`config.mk`:
```
export PLATFORM = sky130hd
export DESIGN_NAME = bin2bcd_seq_ctrl
export DESIGN_NICKNAME = d
export VERILOG_FILES = /design/src/rtl/bcd_pkg.sv /design/src/rtl/bcd_digit_adj.sv /design/src/rtl/bin2bcd_seq_ctrl.sv
export SDC_FILE = /design/constraint.sdc
export NUM_CORES = 1
export LEC_CHECK = 0
export BUFFER_PORTS_ARGS = -buffer_cell sky130_fd_sc_hd__buf_2
export CAP_MARGIN = 20
export CORE_MARGIN = 2
export CORE_UTILIZATION = 56
export DETAILED_ROUTE_END_ITERATION = 10
export GPL_ROUTABILITY_DRIVEN = 0
export PLACE_DENSITY = 0.79
export SYNTH_ARGS = -nofsm -noshare
export SYNTH_HDL_FRONTEND = slang
export SYNTH_SLANG_ARGS = --single-unit
```
`constraint.sdc`:
```
create_clock -name clk -period 2 [get_ports clk]
set_input_delay 0.4 -clock clk [delete_from_list [all_inputs] [get_ports clk]]
set_output_delay 0.4 -clock clk [all_outputs]
set_load 0.05 [all_outputs]
```
`src/rtl/bcd_pkg.sv`:
```
// bcd_pkg: shared types and elaboration helpers for the sequential binary-to-BCD converter.
//   BCD_DIGIT_W     width of one packed BCD digit
//   bcd_state_t     controller states IDLE -> SHIFT -> DONE
//   bcd_cnt_w()     width of the shift counter for a given binary width
//   bcd_min_digits() decimal digits needed to hold 2**bin_w-1
package bcd_pkg;
    localparam int BCD_DIGIT_W = 4;
    typedef enum logic [1:0] {ST_IDLE, ST_SHIFT, ST_DONE} bcd_state_t;
    function automatic int bcd_cnt_w(input int bin_w);
        return (bin_w > 1) ? $clog2(bin_w) : 1;
    endfunction
    function automatic int bcd_min_digits(input int bin_w);
        longint unsigned v;
        int d;
        v = (64'd1 << bin_w) - 64'd1;
        d = 1;
        while (v >= 64'd10) begin
            v = v / 64'd10;
            d++;
        end
        return d;
    endfunction
endpackage

```
`src/rtl/bcd_digit_adj.sv`:
```
// bcd_digit_adj: double-dabble digit correction, adds 3 to a BCD digit of 5 or more.
//   d_in   in   4  digit before the shift
//   d_out  out  4  corrected digit (4-bit wrap, no carry out)
module bcd_digit_adj
    import bcd_pkg::*;
(
    input  logic [BCD_DIGIT_W-1:0] d_in,
    output logic [BCD_DIGIT_W-1:0] d_out
);
    always_comb d_out = (d_in >= 4'd5) ? d_in + 4'd3 : d_in;
endmodule

```
`src/rtl/bin2bcd_seq_ctrl.sv`:
```
// bin2bcd_seq_ctrl: sequential shift-and-add-3 binary-to-BCD converter, one bit per cycle, ready/valid both sides.
//   clk        in   1          rising-edge clock
//   rst        in   1          asynchronous active-high reset
//   in_valid   in   1          in_bin valid
//   in_ready   out  1          converter idle, can accept
//   in_bin     in   BIN_W      unsigned operand, sampled only on the accept edge
//   out_valid  out  1          out_bcd holds a completed result
//   out_ready  in   1          consumer accepts result
//   out_bcd    out  4*DIGITS   packed BCD, digit 0 in [3:0]
//   out_lz     out  DIGITS     leading-zero mask; driven only when BIN2BCD_LZ_MASK_EN is defined, else tied 0
module bin2bcd_seq_ctrl
    import bcd_pkg::*;
#(
    parameter int BIN_W  = 8,
    parameter int DIGITS = 3
) (
    input  logic                          clk,
    input  logic                          rst,
    input  logic                          in_valid,
    output logic                          in_ready,
    input  logic [BIN_W-1:0]              in_bin,
    output logic                          out_valid,
    input  logic                          out_ready,
    output logic [BCD_DIGIT_W*DIGITS-1:0] out_bcd,
    output logic [DIGITS-1:0]             out_lz
);
    localparam int CNT_W = bcd_cnt_w(BIN_W);
    localparam int BCD_W = BCD_DIGIT_W * DIGITS;
    localparam logic [CNT_W-1:0] CNT_LAST = CNT_W'(BIN_W - 1);

    if (BIN_W < 4 || BIN_W > 32) begin : g_bad_bin_w
        $error("bin2bcd_seq_ctrl: BIN_W must be 4..32");
    end
    if (DIGITS < bcd_min_digits(BIN_W)) begin : g_bad_digits
        $error("bin2bcd_seq_ctrl: DIGITS too small for BIN_W");
    end

    bcd_state_t             state_q, state_d;
    logic [CNT_W-1:0]       cnt_q, cnt_d;
    logic [BIN_W-1:0]       bin_sr_q, bin_sr_d;
    logic [BCD_W-1:0]       bcd_sr_q, bcd_sr_d, out_bcd_q, out_bcd_d, adj;
    logic [BCD_W+BIN_W-1:0] shifted;
    logic                   done_entry;

    for (genvar i = 0; i < DIGITS; i++) begin : g_adj
        bcd_digit_adj u_adj (
            .d_in (bcd_sr_q[BCD_DIGIT_W*i +: BCD_DIGIT_W]),
            .d_out(adj[BCD_DIGIT_W*i +: BCD_DIGIT_W])
        );
    end

    // Corrected digits and the binary word shift together as one register.
    assign shifted    = {adj, bin_sr_q} << 1;
    assign done_entry = (state_q == ST_SHIFT) && (cnt_q == CNT_LAST);
    assign in_ready   = (state_q == ST_IDLE);
    assign out_valid  = (state_q == ST_DONE);
    assign out_bcd    = out_bcd_q;

    always_comb begin
        state_d   = state_q;
        cnt_d     = cnt_q;
        bin_sr_d  = bin_sr_q;
        bcd_sr_d  = bcd_sr_q;
        out_bcd_d = out_bcd_q;
        case (state_q)
            ST_IDLE: begin
                if (in_valid) begin
                    state_d  = ST_SHIFT;
                    bin_sr_d = in_bin;
                    bcd_sr_d = '0;
                    cnt_d    = '0;
                end
            end
            ST_SHIFT: begin
                {bcd_sr_d, bin_sr_d} = shifted;
                cnt_d                = cnt_q + 1'b1;
                if (done_entry) begin
                    state_d   = ST_DONE;
                    out_bcd_d = shifted[BCD_W+BIN_W-1:BIN_W];
                end
            end
            ST_DONE: state_d = out_ready ? ST_IDLE : ST_DONE;
            default: state_d = ST_IDLE;
        endcase
    end

    always_ff @(posedge clk or posedge rst) begin
        if (rst) begin
            state_q   <= ST_IDLE;
            cnt_q     <= '0;
            bin_sr_q  <= '0;
            bcd_sr_q  <= '0;
            out_bcd_q <= '0;
        end else begin
            state_q   <= state_d;
            cnt_q     <= cnt_d;
            bin_sr_q  <= bin_sr_d;
            bcd_sr_q  <= bcd_sr_d;
            out_bcd_q <= out_bcd_d;
        end
    end

`ifdef BIN2BCD_LZ_MASK_EN
    logic [DIGITS-1:0] lz_q, lz_d, lz_calc;
    logic              lz_run;

    // Scan from the top digit down; digit 0 is never masked so zero shows as "0".
    always_comb begin
        lz_run  = 1'b1;
        lz_calc = '0;
        for (int i = DIGITS - 1; i >= 1; i--) begin
            lz_run     = lz_run && (out_bcd_d[BCD_DIGIT_W*i +: BCD_DIGIT_W] == '0);
            lz_calc[i] = lz_run;
        end
        lz_d = done_entry ? lz_calc : lz_q;
    end

    always_ff @(posedge clk or posedge rst) begin
        if (rst) lz_q <= '0;
        else     lz_q <= lz_d;
    end

    assign out_lz = lz_q;
`else
    assign out_lz = '0;
`endif
endmodule

```
; ---- Word level (Yosys, flattened, before mapping)
; Cells that the tools add are included.
[op_classes]
addsub = 4
bitwise_logic = 0
n_shift = 0
magnitude_cmp = 3
n_eq_ne = 5
n_mux = 13
n_reduce_logical = 6
mul = 0
div = 0
[op_table]
columns = operator, count
row1 = case mux 12 bit (2 select lines), 1
row2 = case mux 8 bit (2 select lines), 1
row3 = "greater-or-equal comparator 4 x 3 -> 1 bit, second input constant", 3
row4 = 2-to-1 mux 12 bit, 1
row5 = "adder 4 x 2 -> 4 bit, second input constant", 2
row6 = 2-to-1 mux 4 bit, 2
row7 = 2-to-1 mux 8 bit, 1
row8 = 2-to-1 mux 2 bit, 3
row9 = 2-to-1 mux 3 bit, 2
row10 = case mux 2 bit (3 select lines), 1
row11 = case mux 3 bit (2 select lines), 1
row12 = AND reduction 2 bit, 3
row13 = "!= test 2 bit, second input constant", 2
row14 = "adder 3 x 1 -> 3 bit, second input constant", 1
row15 = "adder 3 x 2 -> 3 bit, second input constant", 1
row16 = "== test 3 bit, second input constant", 1
row17 = "== test 2 x 1 -> 1 bit, second input constant", 1
row18 = "== test 2 bit, second input constant", 1
row19 = logical NOT 2 bit, 1
row20 = nonzero test 2 bit, 1
row21 = logical AND 1 bit, 1
[word_totals]
output_inout_bits = 17
n_memories = 0
latchBits = 0
romBits = 0
register_bits = 37
mem_bits_rw = 0

; ---- Logic depth before layout (Yosys ltp)
; Gate-level depths: netlist of run 1.
[logic_depth]
ltp_word = 4
mapped_depth = 6
mapped_depth_nobuf = 6

; ---- Modules after synthesis
; A second synthesis of run 1 with hierarchy kept.
[unflattened]
cells_unflattened = 169
area_unflattened_um2 = 1955.6
[modules_own_cells]
columns = module, n_inst, seq_area_each_um2, area_per_inst_um2, cells_per_inst
row1 = bin2bcd_seq_ctrl, 1, 925.9, 1651.6, 121
row2 = bcd_digit_adj, 3, 0.0, 101.3, 16

; ---- Worst setup path before layout of run 1
; No wires, ideal clock.
[synth_path]
path_type = register to output
start = reg state_q[0]
end = out in_ready
slack_ps = 256
required_time_ps = 1600
path_stages_with_launch = 4
path_buffers = 2
arrival_ps = 1344
cell_sequence = dfrtp_1 -> buf_4 -> buf_2 -> nor2_1
[synth_between]
elab_chain_cells = 1
[synth_rtl]
columns = element, line_no
row1 = "start, declared", bin2bcd_seq_ctrl.sv:38  ; bcd_state_t state_q, state_d;
row2 = "start signal, assigned", bin2bcd_seq_ctrl.sv:95  ; state_q <= state_d;
row3 = logical NOT 2 bit, bin2bcd_seq_ctrl.sv:55  ; assign in_ready = (state_q == ST_IDLE);
row4 = "end, declared", bin2bcd_seq_ctrl.sv:20  ; output logic in_ready,
; Every way passes these cells.

; ---- Worst setup path after layout of run 1
[layout_path]
start = reg state_q[0]
end = out out_valid
[layout_between]
elab_chain_cells = 1
[layout_rtl]
columns = element, line_no
row1 = == test 2 bit, bin2bcd_seq_ctrl.sv:56  ; assign out_valid = (state_q == ST_DONE);
row2 = "end, declared", bin2bcd_seq_ctrl.sv:22  ; output logic out_valid,
; Every way passes these cells.

==> results of run 1 <==
[power breakdown]
part	internal (µW)	total [µW]	switching, µW
combinational	689	1880	1190
clock	297	555	258
sequential	1070	1330	261
total	2050	3760	1710
[cell families after synthesis]
logic type      count (synthesis)  synth area share
compound gates                 57             0.191
xor+xnor                        3            0.0140
fa+ha+maj                       8            0.0534
buf+inv                        21            0.0640
flops                          37             0.494
mux                             4            0.0300
other cells                     1           0.00200
simple gates                   57             0.151
[worst max-delay path by stage]
stage / slack (ns) / cells past startpoint / startpoint / end
6_report: 0.19 / 3 / state_q[0]$_DFFE_PP0P_ / out_valid
5_1_grt: 0.12 / 3 / state_q[0]$_DFFE_PP0P_ / out_valid
4_1_cts: 0.17 / 3 / state_q[0]$_DFFE_PP0P_ / out_valid
3_5_place_dp: 0.39 / 6 / bcd_sr_q[1]$_DFFE_PP0P_ / out_bcd[2]$_DFFE_PP0P_
3_3_place_gp: 0.46 / 6 / bcd_sr_q[0]$_DFFE_PP0P_ / out_bcd[2]$_DFFE_PP0P_
2_1_floorplan: 0.26 / 3 / state_q[0]$_DFFE_PP0P_ / in_ready
[routing by layer]
| layer | up-vias | share of wire |
|---|---|---|
| li1 | 688 | - |
| met2 | 18 | 0.46 |
| met1 | 620 | 0.49 |
| met3 | 7 | 0.027 |
| met4 | 0 | 0.014 |
| met5 | - | 0 |
[sequential cells by signal, indices dropped and copies added, names as in the netlist]
name / count
state_q: 2
cnt_q: 3
bin_sr_q: 8
bcd_sr_q: 12
out_bcd: 12
[worst reg2reg max path, delay by kind of cell, from the launching register on]
| family | cells | cell delay (ns) |
|---|---|---|
| flops | 1 | 0.42 |
| buf+inv | 1 | 0.11 |
| mux | 1 | 0.34 |
| fa+ha+maj | 1 | 0.25 |
| simple gates | 1 | 0.11 |
| compound gates | 2 | 0.33 |
[through the flow]
stage          instance area, µm²   util  power (µW)
2_1_floorplan                1880      -        2850
3_3_place_gp                 2020  0.614        3160
3_5_place_dp                 2020  0.614        3230
4_1_cts                      2110  0.641        3790
5_1_grt                      2110  0.641        4080
6_report                     2110  0.641        3760
[cell usage in the layout (no fill, tap or decap), drive strengths merged]
cell type / n
inv: 9
bufinv: 1
clkbuf: 6
nand3: 2
clkinvlp: 1
nor3: 3
xnor2: 3
nor2: 3
o21ai: 34
nand2: 32
ha: 8
a21oi: 19
a22o: 3
o21bai: 1
buf: 30
nor3b: 11
nor2b: 1
nand2b: 5
mux2: 4
dfrtp: 37
conb: 3
[area by class of cell]
| cell class | instances | area, µm² |
|---|---|---|
| clock buffers | 6 | 51.3 |
| flip-flops and latches | 37 | 926 |
| well taps | 46 | 57.6 |
| multi-input cells | 132 | 837 |
| inverters | 9 | 33.8 |
| clock inverters | 2 | 37.5 |
| fillers | 272 | 1180 |
| repair buffers | 30 | 163 |
==> results.md, run 1 <==
- Clk sink count: 37
- Drt initial violations: 68
- Core area: 3280 µm²
- DRC violations left: 0
- Clock Latency Late Sink: approximately 0.35 ns
- Post-Layout Cell Count: between 200 and 300
- Count leader, synth: dfrtp_1
- CP max-delay cell: dfrtp_1
- Reg-to-reg startpoint: bcd_sr_q[1]$_DFFE_PP0P_
- Largest net degree at the start of global routing: 38
- Min-Delay Path Class: primary input to asynchronous set/reset pin
- Hpwl dp: roughly 2.3 mm
- Worst Max-Slew Pin Slew: between 0.5 and 0.6 ns
- H-tree depth: 2
- Synth top cells by count: 37 x dfrtp_1, 31 x nand2_1, 16 x a21oi_1
- Critical Path Sink Type: output pin
- Crit Path Max Fanout: 15
- F_max: 551 MHz
- Crit path required time: 1.60 ns
- CP delay by family, top: flip-flops
- Crit-path cells: nand2b_1, inv_1, buf_2
- Post_cts resized: 0
- Final wirelength: 3.21 mm
- Std-Cell Rows: 21
- EDFF count, synth: 0
- Smallest hold slack: about 0.13 ns
- Post-synth ARST share: 1.00
- Crit share post-route: 0.907
- Yosys reg bits: 37
- Area grow syn2layout: 12.3%
- Remaining Overflow, GRT: 0
- GR Util met1: 0.271
- Syn Inst Count: 188
- Peak supply drop: between 800 and 900 µV
- GRT met3 Usage: 0.0435
- Initial core utilization: 0.571
- R2r setup slk: roughly 0.37 ns
- CP startpoint kind: flop
- Mapped cell area: ~1900 µm²
- Routed length per placed instance: around 12 µm
- Gr usage total: 0.196
- Clock Skew: about 0.016 ns
- Worst path arrival time: ~1.4 ns
- Via-per-instance ratio: between 5 and 6
- Final Critical Period: approximately 1.8 ns
- Die Ht: just over 60 µm
- Slew headroom: 0.646
- Min setup slack post-route: approximately 0.19 ns
- Die area: roughly 3800 µm²
- Clock Tree Buf Depth: 2
- I/O Buffers: 25
- RR Endpoint: out_bcd[2]$_DFFE_PP0P_
- Global-route wire length before repair: roughly 5.5 mm
- Status: complete, no violations
- MaxCap Viol Count: 0
- Share of cells above drive strength 1: 0.264
- Final setup fails: 0
- Net count, final: 235
- Die Span X: ~62 µm
- Hold_buf cts: 0
- Syn. warnings: 0
- RSZ-0062 raised after global routing: no
- Inserted Clock Buffers: 5
- Drt first pass iters: 4
- TNS Setup: 0 ns
- Synth top area share: 0.494
- Ports: 29
- DR vias: ~1300
- Post-Place Worst Slack: 0.386 ns
- Number of global-route vias before repair: ~1200
- Ys flop type: dfrtp_1
- CTS root buf: clkbuf_4
- WP buf/inv: 2
- Setup CP Type: flop to output pin
- CTS tree: built
- DRT antenna net count: 0
- Synth area leader: dfrtp_1
- Max-slew violations: 0
- Synthesized area per cell: approximately 10 µm²
- Grt peak-use layer: met2
- Final hold vios: 0
- Worst stage delay on the critical path: between 0.5 and 0.6 ns
- Initial antenna violation count: 0
- Leak: 0.00101 µW
- Placed Instances: 254
- GR Util met2: 0.305
- Number of buffers added for setup after CTS: 0
- Antenna diode count: 0
- R2R depth: 6
- Clock Pin Slew Worst Setup and Hold Paths: 0.12 ns
- Ranking of synthesized cells by area: dfrtp_1 49%, nand2_1 6.2%, ha_1 5.3%, o21ai_2 4.7%, nor3b_1 4.4%
- Post-synth cell types: 25
- Pwr per Cell Area: about 1800 nW/µm²
- Register area share after synthesis: 0.494
Note: power is estimated with default switching activity, not from simulation.
==> run 2, diff against run 1 <==
--- a/config.mk
+++ b/config.mk
@@ -8,10 +8,9 @@
 export BUFFER_PORTS_ARGS = -buffer_cell sky130_fd_sc_hd__buf_2
 export CAP_MARGIN = 20
 export CORE_MARGIN = 2
-export CORE_UTILIZATION = 56
+export CORE_UTILIZATION = 25
 export DETAILED_ROUTE_END_ITERATION = 10
 export GPL_ROUTABILITY_DRIVEN = 0
-export PLACE_DENSITY = 0.79
 export SYNTH_ARGS = -nofsm -noshare
 export SYNTH_HDL_FRONTEND = slang
 export SYNTH_SLANG_ARGS = --single-unit
==> run 2 against run 1 <==
Utilization shrank 34 points; sequential cell count is the same; combinational power shrank 2%; via count grew 1.1%; non-clock buffer count shrank 1; clock power shrank 9.7%; first-iteration DRC count grew 2.9%; critical path depth is the same; die area grew 110%; cell area grew 2.5%; sequential power is essentially flat; worst hold slack gained 0.075 ns; largest cell class unchanged.
==> results.md, run 2 (synthesis gave the netlist of run 1 again) <==
- Status: complete, no violations (unchanged)
- Final hold vios: 0 (unchanged)
- Largest net degree at the start of global routing: 38 (unchanged)
- Drt first pass iters: 4 (unchanged)
- Worst path arrival time: 1.34 ns (was 1.41 ns)
- Cell-internal power: 1980 µW (was 2050 µW)
- Ports: 29 (unchanged)
- Initial antenna violation count: 0 (unchanged)
- Clock share of power: 0.137 (was 0.148)
- FILL cells: 794 (was 272)
- DR vias: 1347 (was 1333)
- Antenna diode count: 0 (unchanged)
- Final Critical Period: 1.74 ns (was 1.81 ns)
- Crit path required time: 1.60 ns (about the same)
- Clock Skew: 0.00932 ns (was 0.0157 ns)
- H-tree depth: 2 (unchanged)
- Post-Place Worst Slack: 0.427 ns (was 0.386 ns)
- Final setup fails: 0 (unchanged)
- Via-per-instance ratio: 4.29 (was 5.09)
- F_max: 575 MHz (was 551 MHz)
- Clock Latency Late Sink: 0.29 ns (was 0.35 ns)
- Area grow syn2layout: 15.1% (was 12.3%)
- Hpwl dp: 2.39 mm (was 2.28 mm)
- MaxCap Viol Count: 0 (unchanged)
- Peak supply drop: 558 µV (was 838 µV)
- Highest-count cells in the layout ignoring fill and taps: 37 x dfrtp_1, 31 x nand2_1, 25 x buf_2 (unchanged)
- Max-slew violations: 0 (unchanged)
- Crit share post-route: 0.869 (was 0.907)
- CTS root buf: clkbuf_8 (was clkbuf_4)
- Global-route wire length before repair: 6.18 mm (was 5.45 mm)
- Net count, final: 234 (was 235)
- Setup CP Type: flop to output pin (unchanged)
- Core area: 7250 µm² (was 3280 µm²)
- Std-Cell Rows: 31 (was 21)
- Share of cells above drive strength 1: 0.256 (was 0.264)
- DRT antenna net count: 0 (unchanged)
- Post_cts resized: 0 (unchanged)
- Sw power: 1690 µW (was 1710 µW)
- Hold_buf cts: 0 (unchanged)
- Die area: 8210 µm² (was 3830 µm²)
- RSZ-0062 raised after global routing: no (unchanged)
- CP startpoint kind: flop (unchanged)
- Die Span X: 90.6 µm (was 61.9 µm)
- Register share of total power: 0.362 (was 0.353)
- Die Ht: 90.6 µm (was 61.9 µm)
- Pwr per Cell Area: 1700 nW/µm² (was 1790 nW/µm²)
- Area of the multi-input gates: 837 µm² (unchanged)
- I/O Buffers: 25 (unchanged)
- Worst Max-Slew Pin Slew: 0.570 ns (was 0.530 ns)
- Drt initial violations: 70 (was 68)
- Comb pwr share: 0.501 (was 0.499)
- TNS Setup: 0 ns (unchanged)
- Gr usage total: 0.0931 (was 0.196)
- Net Sw Frac: 0.460 (was 0.454)
- Initial core utilization: 0.259 (was 0.571)
- Min-Delay Path Class: primary input to asynchronous set/reset pin (unchanged)
- Min setup slack post-route: 0.262 ns (was 0.185 ns)
- Remaining Overflow, GRT: 0 (unchanged)
- DRC violations left: 0 (unchanged)
- Commonest non-fill, non-tap cell in the layout: dfrtp_1 (unchanged)
- Number of global-route vias before repair: 1343 (was 1235)
- Final wirelength: 3.42 mm (was 3.21 mm)
- Slew headroom: 0.619 (was 0.646)
- Critical Path Sink Type: output pin (unchanged)
- FF+latch area: 926 µm² (unchanged)
- Number of buffers added for setup after CTS: 0 (unchanged)
- Inserted Clock Buffers: 5 (unchanged)
- Clock Tree Buf Depth: 2 (unchanged)
- Leak: 0.00100 µW (was 0.00101 µW)
- CTS tree: built (unchanged)
- Routed length per placed instance: 10.9 µm (was 12.2 µm)
- Crit Path Max Fanout: 12 (was 15)
- Clock Pin Slew Worst Setup and Hold Paths: 0.08 ns (was 0.12 ns)
- Clk sink count: 37 (unchanged)
==> run 2: critical path, cell delays in order (launching register included) <==
cell and delay, ns:
dfrtp_1 0.51, nand2b_1 0.22, inv_1 0.07, buf_2 0.25
==> run 2: per-layer routing <==
layer  up-vias  track usage  wire [µm]
met2        31        0.139       1430
met5         -            0          0
met3         7       0.0275        164
met1       617        0.126       1760
li1        692            -          -
met4         0       0.0385         59
==> run 2: stage by stage <==
step | util | area, µm² | hold slack (ns) | instances | power (µW)
final | 0.298 | 2160 | 0.209 | 314 | 3670
after global routing | 0.298 | 2160 | 0.272 | 314 | 4000
after CTS | 0.298 | 2160 | 0.226 | 314 | 3740
after detailed placement | 0.286 | 2080 | 0.468 | 306 | 3210
after global placement | 0.286 | 2080 | 0.464 | 306 | 3180
after floorplan | - | 1880 | 0.450 | 190 | 2850
==> run 2: final cells by class <==
| class | instances | area share |
|---|---|---|
| Timing Repair Buffer | 29 | 0.0719 |
| Clock buffer | 6 | 0.0336 |
| Multi-Input combinational cell | 132 | 0.388 |
| Inverter | 9 | 0.0157 |
| Sequential cell | 37 | 0.429 |
| Tap cell | 99 | 0.0574 |
| Clock inverter | 2 | 0.00464 |
==> run 2: worst paths after layout <==
check	startpoint	endpoint	slack [ns]	cells past startpoint
worst max-delay path	state_q[0]$_DFFE_PP0P_	out_valid	0.26	3
worst min-delay path	rst	out_bcd[7]$_DFFE_PP0P_	0.21	3
worst max register to register	bcd_sr_q[5]$_DFFE_PP0P_	out_bcd[6]$_DFFE_PP0P_	0.41	6
worst min register to register	out_bcd[5]$_DFFE_PP0P_	out_bcd[5]$_DFFE_PP0P_	0.48	2
max in group asynchronous	rst	state_q[1]$_DFFE_PP0P_	1.46	3
min in group clk	out_ready	state_q[1]$_DFFE_PP0P_	0.32	2
==> run 2: power groups by stage <==
stage          Combinational (µW)  Clock [µW]  Sequential [µW]
3_5_place_dp                 1860           0             1350
4_1_cts                      1870         528             1340
6_report                     1840         501             1330
3_3_place_gp                 1840           0             1340
2_1_floorplan                1220           0             1630
5_1_grt                      2060         566             1380
